[src/rtl/panel_io_pkg.sv]
// Shared definitions for the front-panel Avalon-MM bridge: register map,
// active-low 7-segment glyphs and the per-button debounce record.
package panel_io_pkg;

  // Avalon word addresses of the panel registers
  localparam logic [2:0] REG_HEX_VAL   = 3'd0;
  localparam logic [2:0] REG_HEX_BLANK = 3'd1;
  localparam logic [2:0] REG_LED       = 3'd2;
  localparam logic [2:0] REG_SWITCH    = 3'd3;
  localparam logic [2:0] REG_BTN_STATE = 3'd4;
  localparam logic [2:0] REG_BTN_EDGE  = 3'd5;
  localparam logic [2:0] REG_IRQ_MASK  = 3'd6;

  // All segments off (segments are active-low)
  localparam logic [6:0] SEG_BLANK = 7'h7F;

  // Active-low glyphs, segment a at bit 0; b and d are lowercase
  localparam logic [6:0] GLYPH_N [16] = '{
    7'h40, 7'h79, 7'h24, 7'h30, 7'h19, 7'h12, 7'h02, 7'h78,
    7'h00, 7'h10, 7'h08, 7'h03, 7'h46, 7'h21, 7'h06, 7'h0E
  };

  // Count field is sized for the largest supported debounce period; the
  // bridge only ever loads values below DEBOUNCE_CYC, so upper bits stay 0.
  localparam int unsigned DEB_CNT_W = 32;

  // Per-button debounce state: raw synchroniser pair, accepted level, timer
  typedef struct packed {
    logic [1:0]           sync;
    logic                 stable;
    logic [DEB_CNT_W-1:0] count;
  } btn_deb_t;

  // Glyph lookup with blanking
  function automatic logic [6:0] seg_glyph(input logic [3:0] nib, input logic blank);
    return blank ? SEG_BLANK : GLYPH_N[nib];
  endfunction

endpackage

[src/rtl/panel_io_bridge_hex7seg_dec.sv]
// Combinational nibble-to-7-segment decoder (active-low, seg a at bit 0).
module hex7seg_dec
  import panel_io_pkg::*;
(
  input  logic [3:0] nibble_i,
  input  logic       blank_i,
  output logic [6:0] seg_n_o
);

  // Glyph table lookup; a blanked digit drives every segment dark
  always_comb begin
    seg_n_o = seg_glyph(nibble_i, blank_i);
  end

endmodule

[src/rtl/panel_io_bridge.sv]
// Front-panel Avalon-MM slave: 7-seg digits with blanking, LEDs, synchronised
// switches, debounced buttons with sticky press events.
// Optional feature macro: PANEL_IRQ_EN adds the irq port and IRQ_MASK register.
module panel_io_bridge
  import panel_io_pkg::*;
#(
  parameter int unsigned NUM_HEX      = 6,
  parameter int unsigned NUM_LED      = 10,
  parameter int unsigned NUM_SW       = 10,
  parameter int unsigned NUM_BTN      = 4,
  parameter int unsigned DEBOUNCE_CYC = 50000
) (
  input  logic                 clk_clk,
  input  logic                 reset_reset,
  input  logic [2:0]           avs_address,
  input  logic                 avs_read,
  input  logic                 avs_write,
  input  logic [31:0]          avs_writedata,
  output logic [31:0]          avs_readdata,
  input  logic [NUM_BTN-1:0]   btn_n,
  input  logic [NUM_SW-1:0]    sw,
  output logic [NUM_LED-1:0]   led,
  output logic [NUM_HEX*7-1:0] hex_seg_n
`ifdef PANEL_IRQ_EN
  ,
  output logic                 irq
`endif
);

  localparam int unsigned CW = $clog2(DEBOUNCE_CYC);
  localparam logic [DEB_CNT_W-1:0] CNT_LAST = DEB_CNT_W'(DEBOUNCE_CYC - 1);

  logic [4*NUM_HEX-1:0] hex_val_q,   hex_val_d;
  logic [NUM_HEX-1:0]   hex_blank_q, hex_blank_d;
  logic [NUM_LED-1:0]   led_reg_q,   led_reg_d;
  logic [NUM_BTN-1:0]   btn_edge_q,  btn_edge_d;
  logic [31:0]          readdata_q,  readdata_d;
  logic [NUM_LED-1:0]   led_q;
  logic [NUM_HEX*7-1:0] hex_q;
  logic [NUM_HEX*7-1:0] seg_dec;
  logic [NUM_SW-1:0]    sw_meta_q, sw_sync_q;
  logic [NUM_BTN-1:0]   btn_stable;
  logic [NUM_BTN-1:0]   btn_rise;
  logic [31:0]          rd_mux;

  logic wr_hex_val, wr_hex_blank, wr_led, wr_btn_edge;

  // Only the low bits of writedata map to registers
  logic unused_wdata;
  assign unused_wdata = ^avs_writedata;

  assign wr_hex_val   = avs_write && (avs_address == REG_HEX_VAL);
  assign wr_hex_blank = avs_write && (avs_address == REG_HEX_BLANK);
  assign wr_led       = avs_write && (avs_address == REG_LED);
  assign wr_btn_edge  = avs_write && (avs_address == REG_BTN_EDGE);

`ifdef PANEL_IRQ_EN
  logic [NUM_BTN-1:0] irq_mask_q, irq_mask_d;
  logic               irq_q;
  logic               wr_irq_mask;

  assign wr_irq_mask = avs_write && (avs_address == REG_IRQ_MASK);
  assign irq         = irq_q;

  // Mask register next state
  always_comb begin
    irq_mask_d = irq_mask_q;
    if (wr_irq_mask) irq_mask_d = avs_writedata[NUM_BTN-1:0];
  end

  // Interrupt follows the registered edge bits, so it rises one cycle after them
  always_ff @(posedge clk_clk) begin
    if (reset_reset) begin
      irq_mask_q <= '0;
      irq_q      <= 1'b0;
    end else begin
      irq_mask_q <= irq_mask_d;
      irq_q      <= |(btn_edge_q & irq_mask_q);
    end
  end
`endif

  // Per-button synchroniser and debounce timer
  for (genvar b = 0; b < NUM_BTN; b++) begin : g_deb
    btn_deb_t   deb_q, deb_d;
    logic       pressed_sync;
    logic [CW-1:0] cnt_inc;

    assign pressed_sync  = ~deb_q.sync[1];
    assign cnt_inc       = deb_q.count[CW-1:0] + CW'(1);
    assign btn_stable[b] = deb_q.stable;
    assign btn_rise[b]   = deb_d.stable & ~deb_q.stable;

    // Accept a new level only after it has persisted for DEBOUNCE_CYC cycles
    always_comb begin
      deb_d      = deb_q;
      deb_d.sync = {deb_q.sync[0], btn_n[b]};
      if (pressed_sync == deb_q.stable) begin
        deb_d.count = '0;
      end else if (deb_q.count == CNT_LAST) begin
        deb_d.stable = pressed_sync;
        deb_d.count  = '0;
      end else begin
        deb_d.count = DEB_CNT_W'(cnt_inc);
      end
    end

    // Debounce state register; synchroniser resets to the released (high) level
    always_ff @(posedge clk_clk) begin
      if (reset_reset) begin
        deb_q.sync   <= 2'b11;
        deb_q.stable <= 1'b0;
        deb_q.count  <= '0;
      end else begin
        deb_q <= deb_d;
      end
    end
  end

  // Digit decoders feed the registered segment outputs
  for (genvar d = 0; d < NUM_HEX; d++) begin : g_hex
    hex7seg_dec u_dec (
      .nibble_i (hex_val_q[4*d +: 4]),
      .blank_i  (hex_blank_q[d]),
      .seg_n_o  (seg_dec[7*d +: 7])
    );
  end

  // Register-file next state, W1C on edge bits with a new edge taking priority
  always_comb begin
    hex_val_d   = hex_val_q;
    hex_blank_d = hex_blank_q;
    led_reg_d   = led_reg_q;
    btn_edge_d  = btn_edge_q;
    if (wr_hex_val)   hex_val_d   = avs_writedata[4*NUM_HEX-1:0];
    if (wr_hex_blank) hex_blank_d = avs_writedata[NUM_HEX-1:0];
    if (wr_led)       led_reg_d   = avs_writedata[NUM_LED-1:0];
    if (wr_btn_edge)  btn_edge_d  = btn_edge_d & ~avs_writedata[NUM_BTN-1:0];
    btn_edge_d = btn_edge_d | btn_rise;
  end

  // Read mux; unimplemented bits and addresses return 0
  always_comb begin
    rd_mux = '0;
    case (avs_address)
      REG_HEX_VAL:   rd_mux[4*NUM_HEX-1:0] = hex_val_q;
      REG_HEX_BLANK: rd_mux[NUM_HEX-1:0]   = hex_blank_q;
      REG_LED:       rd_mux[NUM_LED-1:0]   = led_reg_q;
      REG_SWITCH:    rd_mux[NUM_SW-1:0]    = sw_sync_q;
      REG_BTN_STATE: rd_mux[NUM_BTN-1:0]   = btn_stable;
      REG_BTN_EDGE:  rd_mux[NUM_BTN-1:0]   = btn_edge_q;
`ifdef PANEL_IRQ_EN
      REG_IRQ_MASK:  rd_mux[NUM_BTN-1:0]   = irq_mask_q;
`endif
      default:       rd_mux = '0;
    endcase
    readdata_d = avs_read ? rd_mux : readdata_q;
  end

  // Registers, switch synchroniser and registered panel outputs
  always_ff @(posedge clk_clk) begin
    if (reset_reset) begin
      hex_val_q   <= '0;
      hex_blank_q <= '1;
      led_reg_q   <= '0;
      btn_edge_q  <= '0;
      readdata_q  <= '0;
      led_q       <= '0;
      hex_q       <= '1;
      sw_meta_q   <= '0;
      sw_sync_q   <= '0;
    end else begin
      hex_val_q   <= hex_val_d;
      hex_blank_q <= hex_blank_d;
      led_reg_q   <= led_reg_d;
      btn_edge_q  <= btn_edge_d;
      readdata_q  <= readdata_d;
      led_q       <= led_reg_q;
      hex_q       <= seg_dec;
      sw_meta_q   <= sw;
      sw_sync_q   <= sw_meta_q;
    end
  end

  assign avs_readdata = readdata_q;
  assign led          = led_q;
  assign hex_seg_n    = hex_q;

endmodule

[config.mk]
export PLATFORM = sky130hd
export DESIGN_NAME = panel_io_bridge
export DESIGN_NICKNAME = d
export VERILOG_FILES = /design/src/rtl/panel_io_pkg.sv /design/src/rtl/panel_io_bridge_hex7seg_dec.sv /design/src/rtl/panel_io_bridge.sv
export SDC_FILE = /design/constraint.sdc
export NUM_CORES = 1
export LEC_CHECK = 0
export BUFFER_PORTS_ARGS = -buffer_cell sky130_fd_sc_hd__buf_2
export CAP_MARGIN = 40
export CORE_ASPECT_RATIO = 0.8
export CORE_MARGIN = 10
export CORE_UTILIZATION = 40
export CTS_CLUSTER_DIAMETER = 30
export DETAILED_ROUTE_END_ITERATION = 6
export PLACE_DENSITY = 0.69
export SLEW_MARGIN = 15
export SYNTH_ARGS = -nofsm -noshare
export SYNTH_HDL_FRONTEND = slang
export SYNTH_HIERARCHICAL = 1
export SYNTH_SLANG_ARGS = --single-unit
[constraint.sdc]
create_clock -name clk_clk -period 4.2 [get_ports clk_clk]
set_input_delay 0.63 -clock clk_clk [delete_from_list [all_inputs] [get_ports clk_clk]]
set_output_delay 0.63 -clock clk_clk [all_outputs]
set_load 0.02 [all_outputs]
==> metrics.csv, run 1 <==
metric,value,unit
leakage power total,4.398,nW
Worst path slowest cell,or3_1,
# resized after CTS,0,
gr ovfl total,0,
synth cell count leaders,"dfxtp_1 (216), nor2_1 (124), nand2_1 (94), or2_2 (57), nor2b_1 (49)",
area grow syn2layout,20.92,%
initial DRC count,572,
worst setup path class,register to register,
postcts setup bufs,0,
Starting Density,0.4045,
Final Wtd Congestion,0.8331,
vias in the first global route,7200,
placed cell count,1433,
Post-synth ARST share,0,
largest net degree at the start of global routing,94,
final instance count without filler cells,1507,
Vias,7615,
Longest Clk Path Bufs,3,
Slew @ Worst Pin,0.8420,ns
number of setup violations in the final report,0,
CP top delay family,simple AND/OR/NAND/NOR gates,
hpwl dp,15780,microns
clock root buffer master,clkbuf_16,
Gate power share,0.040,
first-pass GRT wire length,38060,microns
Nets,1259,
Final Cell Area,11860,sq um
synthesized area per cell,9.360,sq um
Die ar.,31230,sq um
Cell variety after synth,58,
Tmin final,2.063,ns
Post-synth EDFFs,0,
PwrDens,464.1,nW/um^2
Post-DP Area,10450,sq um
gr usage total,0.1445,
ANT cells,0,
chip height,160.1,microns
Synth Warn #,6,
HP Start,btn_n[0],
antenna violations before repair,1,
post-synth top area share,0.4408,
Filler cells,2253,
crit path launch type,register,
"Cell Chain, Critical Path",ha_1 -> nand3_1 -> nor4_4 -> or3_1 -> nor2_1,
final worst clock skew,0.02691,ns
r2r startpoint,g_deb[1].deb_q[0],
Mapped Cells,1048,
Setup TNS Final,0,ns
I/O Buffers,120,
most common cell in the netlist,dfxtp_1,
cell taking the most area after synthesis,dfxtp_1,
maximum operating frequency,0.4846,GHz
Ports,137,
"slowest stage delay, CP",0.51,ns
Vias per Instance,5.053,
Hold Path Class,input pin to register,
register area share after synthesis,0.4408,
Slew Limit Fails,0,
Yosys reg bits,216,
Core Area,24250,sq um
Num CTS Buffers,41,
DRC violations left,0,
Rows,51,
DR pass1 iterations,5,
Sequential Power Share,0.385,
post-route ant nets,0,
"Period Utilization, post-route",0.4913,
Routed WL,23230,microns
"Buf+Inv Stages, Crit Path",0,
Max rail drop VDD,0.0002770,V
layout cell share with drive strength beyond 1,0.2304,
switching power,1.240,mW
RSZ-0062 raised after global routing,false,
Main synth FF type,dfxtp_1,
worst-path maximum fanout,16,
Max-Cap Viols,0,
Crit path required time,4.57,ns
Worst Setup End Kind,register,
Crit path arrival time,2.43,ns
total power,5.505,mW
Final Hold Fails,0,
clock share of power,0.574,
Area contributors post-synth,"dfxtp_1 (44%), ha_1 (5.9%), nor2_1 (4.7%), xnor2_1 (4.1%), or2_2 (3.6%)",
Post-Syn Area,9809,sq um
Worst-Skew Late Latency,0.52,ns
Die Wd,195.1,microns
CTS sink cnt,216,
CTS tree,done,
clock transition at the registers of the reported paths,0.05,ns
DR WL/cell,15.41,microns
H-tree levels,2,
P_int,4.265,mW
Slew HR,0.4356,
Critical Path Start,g_deb[1].deb_q[0],
Post-CTS Hold Fix Bufs,0,
status,"complete, no violations",
sw frac,0.2253,
## final timing paths
kind / end / slack [ns] / cells past startpoint
worst max-delay path: g_deb[1].deb_q[3] / 2.14 / 5
worst min-delay path: g_deb[0].deb_d[34] / 0.29 / 2
worst max register to register: g_deb[1].deb_q[3] / 2.14 / 5
worst min register to register: g_deb[2].deb_q[34] / 0.42 / 1
## cell type report
cell class / count / area [sq um] / share of cell area
clock buffer: 51 / 1125 / 0.09483
sequential: 216 / 4324 / 0.3646
tap: 318 / 397.9 / 0.03354
timing repair buffer: 125 / 688.2 / 0.05802
clock inverter: 21 / 230.2 / 0.01941
inverter: 35 / 131.4 / 0.01108
multi-input combinational: 741 / 4965 / 0.4186
## placed cells by master (no fill, tap or decap), types with 14 or more instances in the layout
cell type / count
mux2i_1: 20
nand3_1: 19
xnor2_1: 46
nand2_1: 94
a21oi_1: 39
dfxtp_1: 216
ha_1: 46
buf_2: 119
nor2_1: 124
a22oi_1: 24
nor4_1: 15
nand2b_1: 14
or2_2: 57
clkbuf_16: 42
nand4_1: 16
nor3_1: 22
inv_1: 35
nor2b_1: 49
## logic make-up after synthesis
logic type,synth area share
AO/OA/AOI/OAI,0.09822
XOR/XNOR,0.05089
adder cells (fa/ha/maj),0.05867
buffers and inverters,0.05625
flip-flops,0.4408
multiplexers,0.05025
other,0.0003823
AND/OR/NAND/NOR,0.2445
## worst register-to-register path: cells and delay by family (launching register included)
family | cells | cell delay (ns)
flops | 1 | 0.36
fa+ha+maj | 1 | 0.20
simple gates | 4 | 1.36
## layer usage
| metal | routed length [microns] | up-vias | global-route usage |
|---|---|---|---|
| li1 | - | 3808 | - |
| met1 | 10850 | 3579 | 0.1929 |
| met2 | 10500 | 194 | 0.2240 |
| met3 | 1472 | 32 | 0.03892 |
| met4 | 383 | 2 | 0.04019 |
| met5 | 18 | - | 0 |
## power groups by stage
stage	Sequential, mW	Clock, mW	Combinational (mW)
2_1_floorplan	2.16	0	0.148
3_3_place_gp	2.16	0	0.213
3_5_place_dp	2.16	0	0.216
4_1_cts	2.12	3.23	0.217
5_1_grt	2.12	3.33	0.247
6_report	2.12	3.16	0.223
## registers in the layout, indices dropped and copies added, names as in the netlist
signal and cells:
btn_stable 4, avs_readdata 24, led 10, sw_sync_q 10
g_deb.deb_d 4, g_deb.deb_q 68, hex_seg_n 42, hex_blank_q 6
hex_val_q 24, sw_meta_q 10, led_reg_q 10, btn_edge_q 4
## metrics by stage
step                hold slack [ns]  setup slack, ns  utilization
finish                       0.2908            2.137       0.4892
global placement             0.4189            1.861       0.4304
detailed placement           0.4171            1.840       0.4310
floorplan                    0.3895            2.213            -
global route                 0.2883            1.940       0.4892
CTS                          0.2766            2.117       0.4869
(Power assumes the default switching activity.)
==> run 2, diff against run 1 <==
Settings changed: PLACE_DENSITY 0.69 to 0.71.
Clock period 4.2 ns to 1.7 ns, I/O delays scaled along.
==> run 2 against run 1 <==
Combinational power rose to 3.1 times the previous value. Maximum frequency up 24%. Final area up 11%. Sequential cell count unchanged. Via count up 5.8%. Clock power rose to 2.7 times the previous value. Largest cell class unchanged. Highest routed layer is now met4.
==> metrics.csv, run 2 (same netlist as run 1, synthesis figures left out) <==
metric,value,unit
status,"complete, no violations",
Longest Clk Path Bufs,3,
DR WL/cell,15.08,microns
largest net degree at the start of global routing,68,
register area,4359,sq um
total power,14.34,mW
Hold Path Class,input pin to register,
crit path launch type,register,
Nets,1370,
Ports,137,
hold path depth,2,
I/O Buffers,120,
Vias per Instance,4.965,
Setup TNS Final,0,ns
hpwl dp,16660,microns
post-route ant nets,0,
worst-path maximum fanout,8,
clock transition at the registers of the reported paths,0.05,ns
Die ar.,31230,sq um
Max rail drop VDD,0.0005429,V
PwrDens,1091,nW/um^2
Slew Limit Fails,0,
layout cell share with drive strength beyond 1,0.3116,
Slew @ Worst Pin,0.5024,ns
Multi-input gate area,5067,sq um
RSZ-0062 raised after global routing,true,
CTS sink cnt,216,
HP Start,avs_writedata[2],
Rows,51,
H-tree levels,2,
Worst path slowest cell,dfxtp_2,
Routed WL,24480,microns
Hold EP,hex_blank_q[2],
Reg2Reg Setup Slack,0.03,ns
setup ws final,0.03464,ns
Worst-Skew Late Latency,0.51,ns
Final Hold Fails,0,
Tmin final,1.665,ns
worst setup path class,register to register,
Vias,8059,
"slowest stage delay, CP",0.32,ns
leakage power total,5.060,nW
Crit path required time,2.09,ns
Final Wtd Congestion,0.8826,
Crit path arrival time,2.06,ns
chip height,160.1,microns
Placement Setup Slack,-0.002393,ns
Filler cells,2094,
r2r startpoint,hex_val_q[16],
"Period Utilization, post-route",0.9796,
first-pass GRT wire length,40060,microns
Num CTS Buffers,40,
Core Area,24250,sq um
Starting Density,0.4045,
gr usage total,0.1498,
initial DRC count,534,
gr ovfl total,0,
area grow syn2layout,33.98,%
DRC violations left,0,
max reg flops,68,
"Cell Chain, Critical Path",buf_4 -> ha_1 -> mux2_1 -> a211o_1 -> or2_2,
antenna violations before repair,1,
Critical Path Start,hex_val_q[16],
number of setup violations in the final report,0,
RR Endpoint,hex_seg_n[33],
Top reg by flops,g_deb.deb_q,
"commonest non-fill, non-tap cell in the layout",dfxtp_1,
CTS tree,done,
DR pass1 iterations,5,
final worst clock skew,0.03153,ns
Die Wd,195.1,microns
Slew HR,0.6651,
Reg2Reg Depth,5,
maximum operating frequency,0.6005,GHz
Max-Cap Viols,0,
Worst Setup End Kind,register,
most frequent cells in the layout,"dfxtp_1 (200), nor2_1 (123), buf_2 (119)",
clock root buffer master,clkbuf_16,
vias in the first global route,7942,
-- run 2: cell type report --
type,instances,share of cell area
well taps,318,0.03027
flip-flops and latches,216,0.3317
multi-input cells,741,0.3856
diodes,2,0.0003808
clock inverters,26,0.02647
clock buffers,48,0.08473
inverters,35,0.01019
repair buffers,237,0.1307
-- run 2: worst max path at each step --
stage                         end  depth (start not counted)
2_1_floorplan       hex_seg_n[29]                          5
3_3_place_gp        hex_seg_n[15]                          5
3_5_place_dp        hex_seg_n[15]                          5
4_1_cts              hex_seg_n[8]                          5
5_1_grt        g_deb[1].deb_q[14]                          5
6_report            hex_seg_n[33]                          5
-- run 2: repair_timing --
item                                    CTS  global route
endpoints found under the setup margin    3            49
hold buffers                             28             1
buffers inserted                          0             3
hold endpoints to repair                 30             1
cloned                                    0             2
pin swaps                                 0            14
gates resized for setup                   4            38
-- run 2: metal layers --
metal	vias up	GRT usage	part of all wire
li1	4042	-	-
met1	3764	0.1951	0.47
met2	211	0.2406	0.46
met3	42	0.03139	0.046
met4	0	0.05094	0.019
met5	-	0	0
-- run 2: critical path: cells and delay by family (launching register included) --
family	cells	cell delay [ns]
compound gates	1	0.29
buf+inv	1	0.16
flops	1	0.32
mux	1	0.30
fa+ha+maj	1	0.22
simple gates	1	0.27
-- run 2: report_power, final --
part | switching, mW | internal (mW) | total, mW
Combinational | 0.373 | 0.324 | 0.697
Clock | 2.67 | 5.76 | 8.43
Sequential | 0.0622 | 5.15 | 5.21
-- run 2: metrics by stage --
stage | hold WS, ns | cells | instance area, sq um | util
2_1_floorplan | 0.3588 | 1055 | 9866 | -
3_3_place_gp | 0.3967 | 1513 | 11200 | 0.4619
3_5_place_dp | 0.4000 | 1513 | 11200 | 0.4619
4_1_cts | 0.001470 | 1615 | 12940 | 0.5338
5_1_grt | 0.006930 | 1622 | 13140 | 0.5419
6_report | 0.01977 | 1623 | 13140 | 0.5420
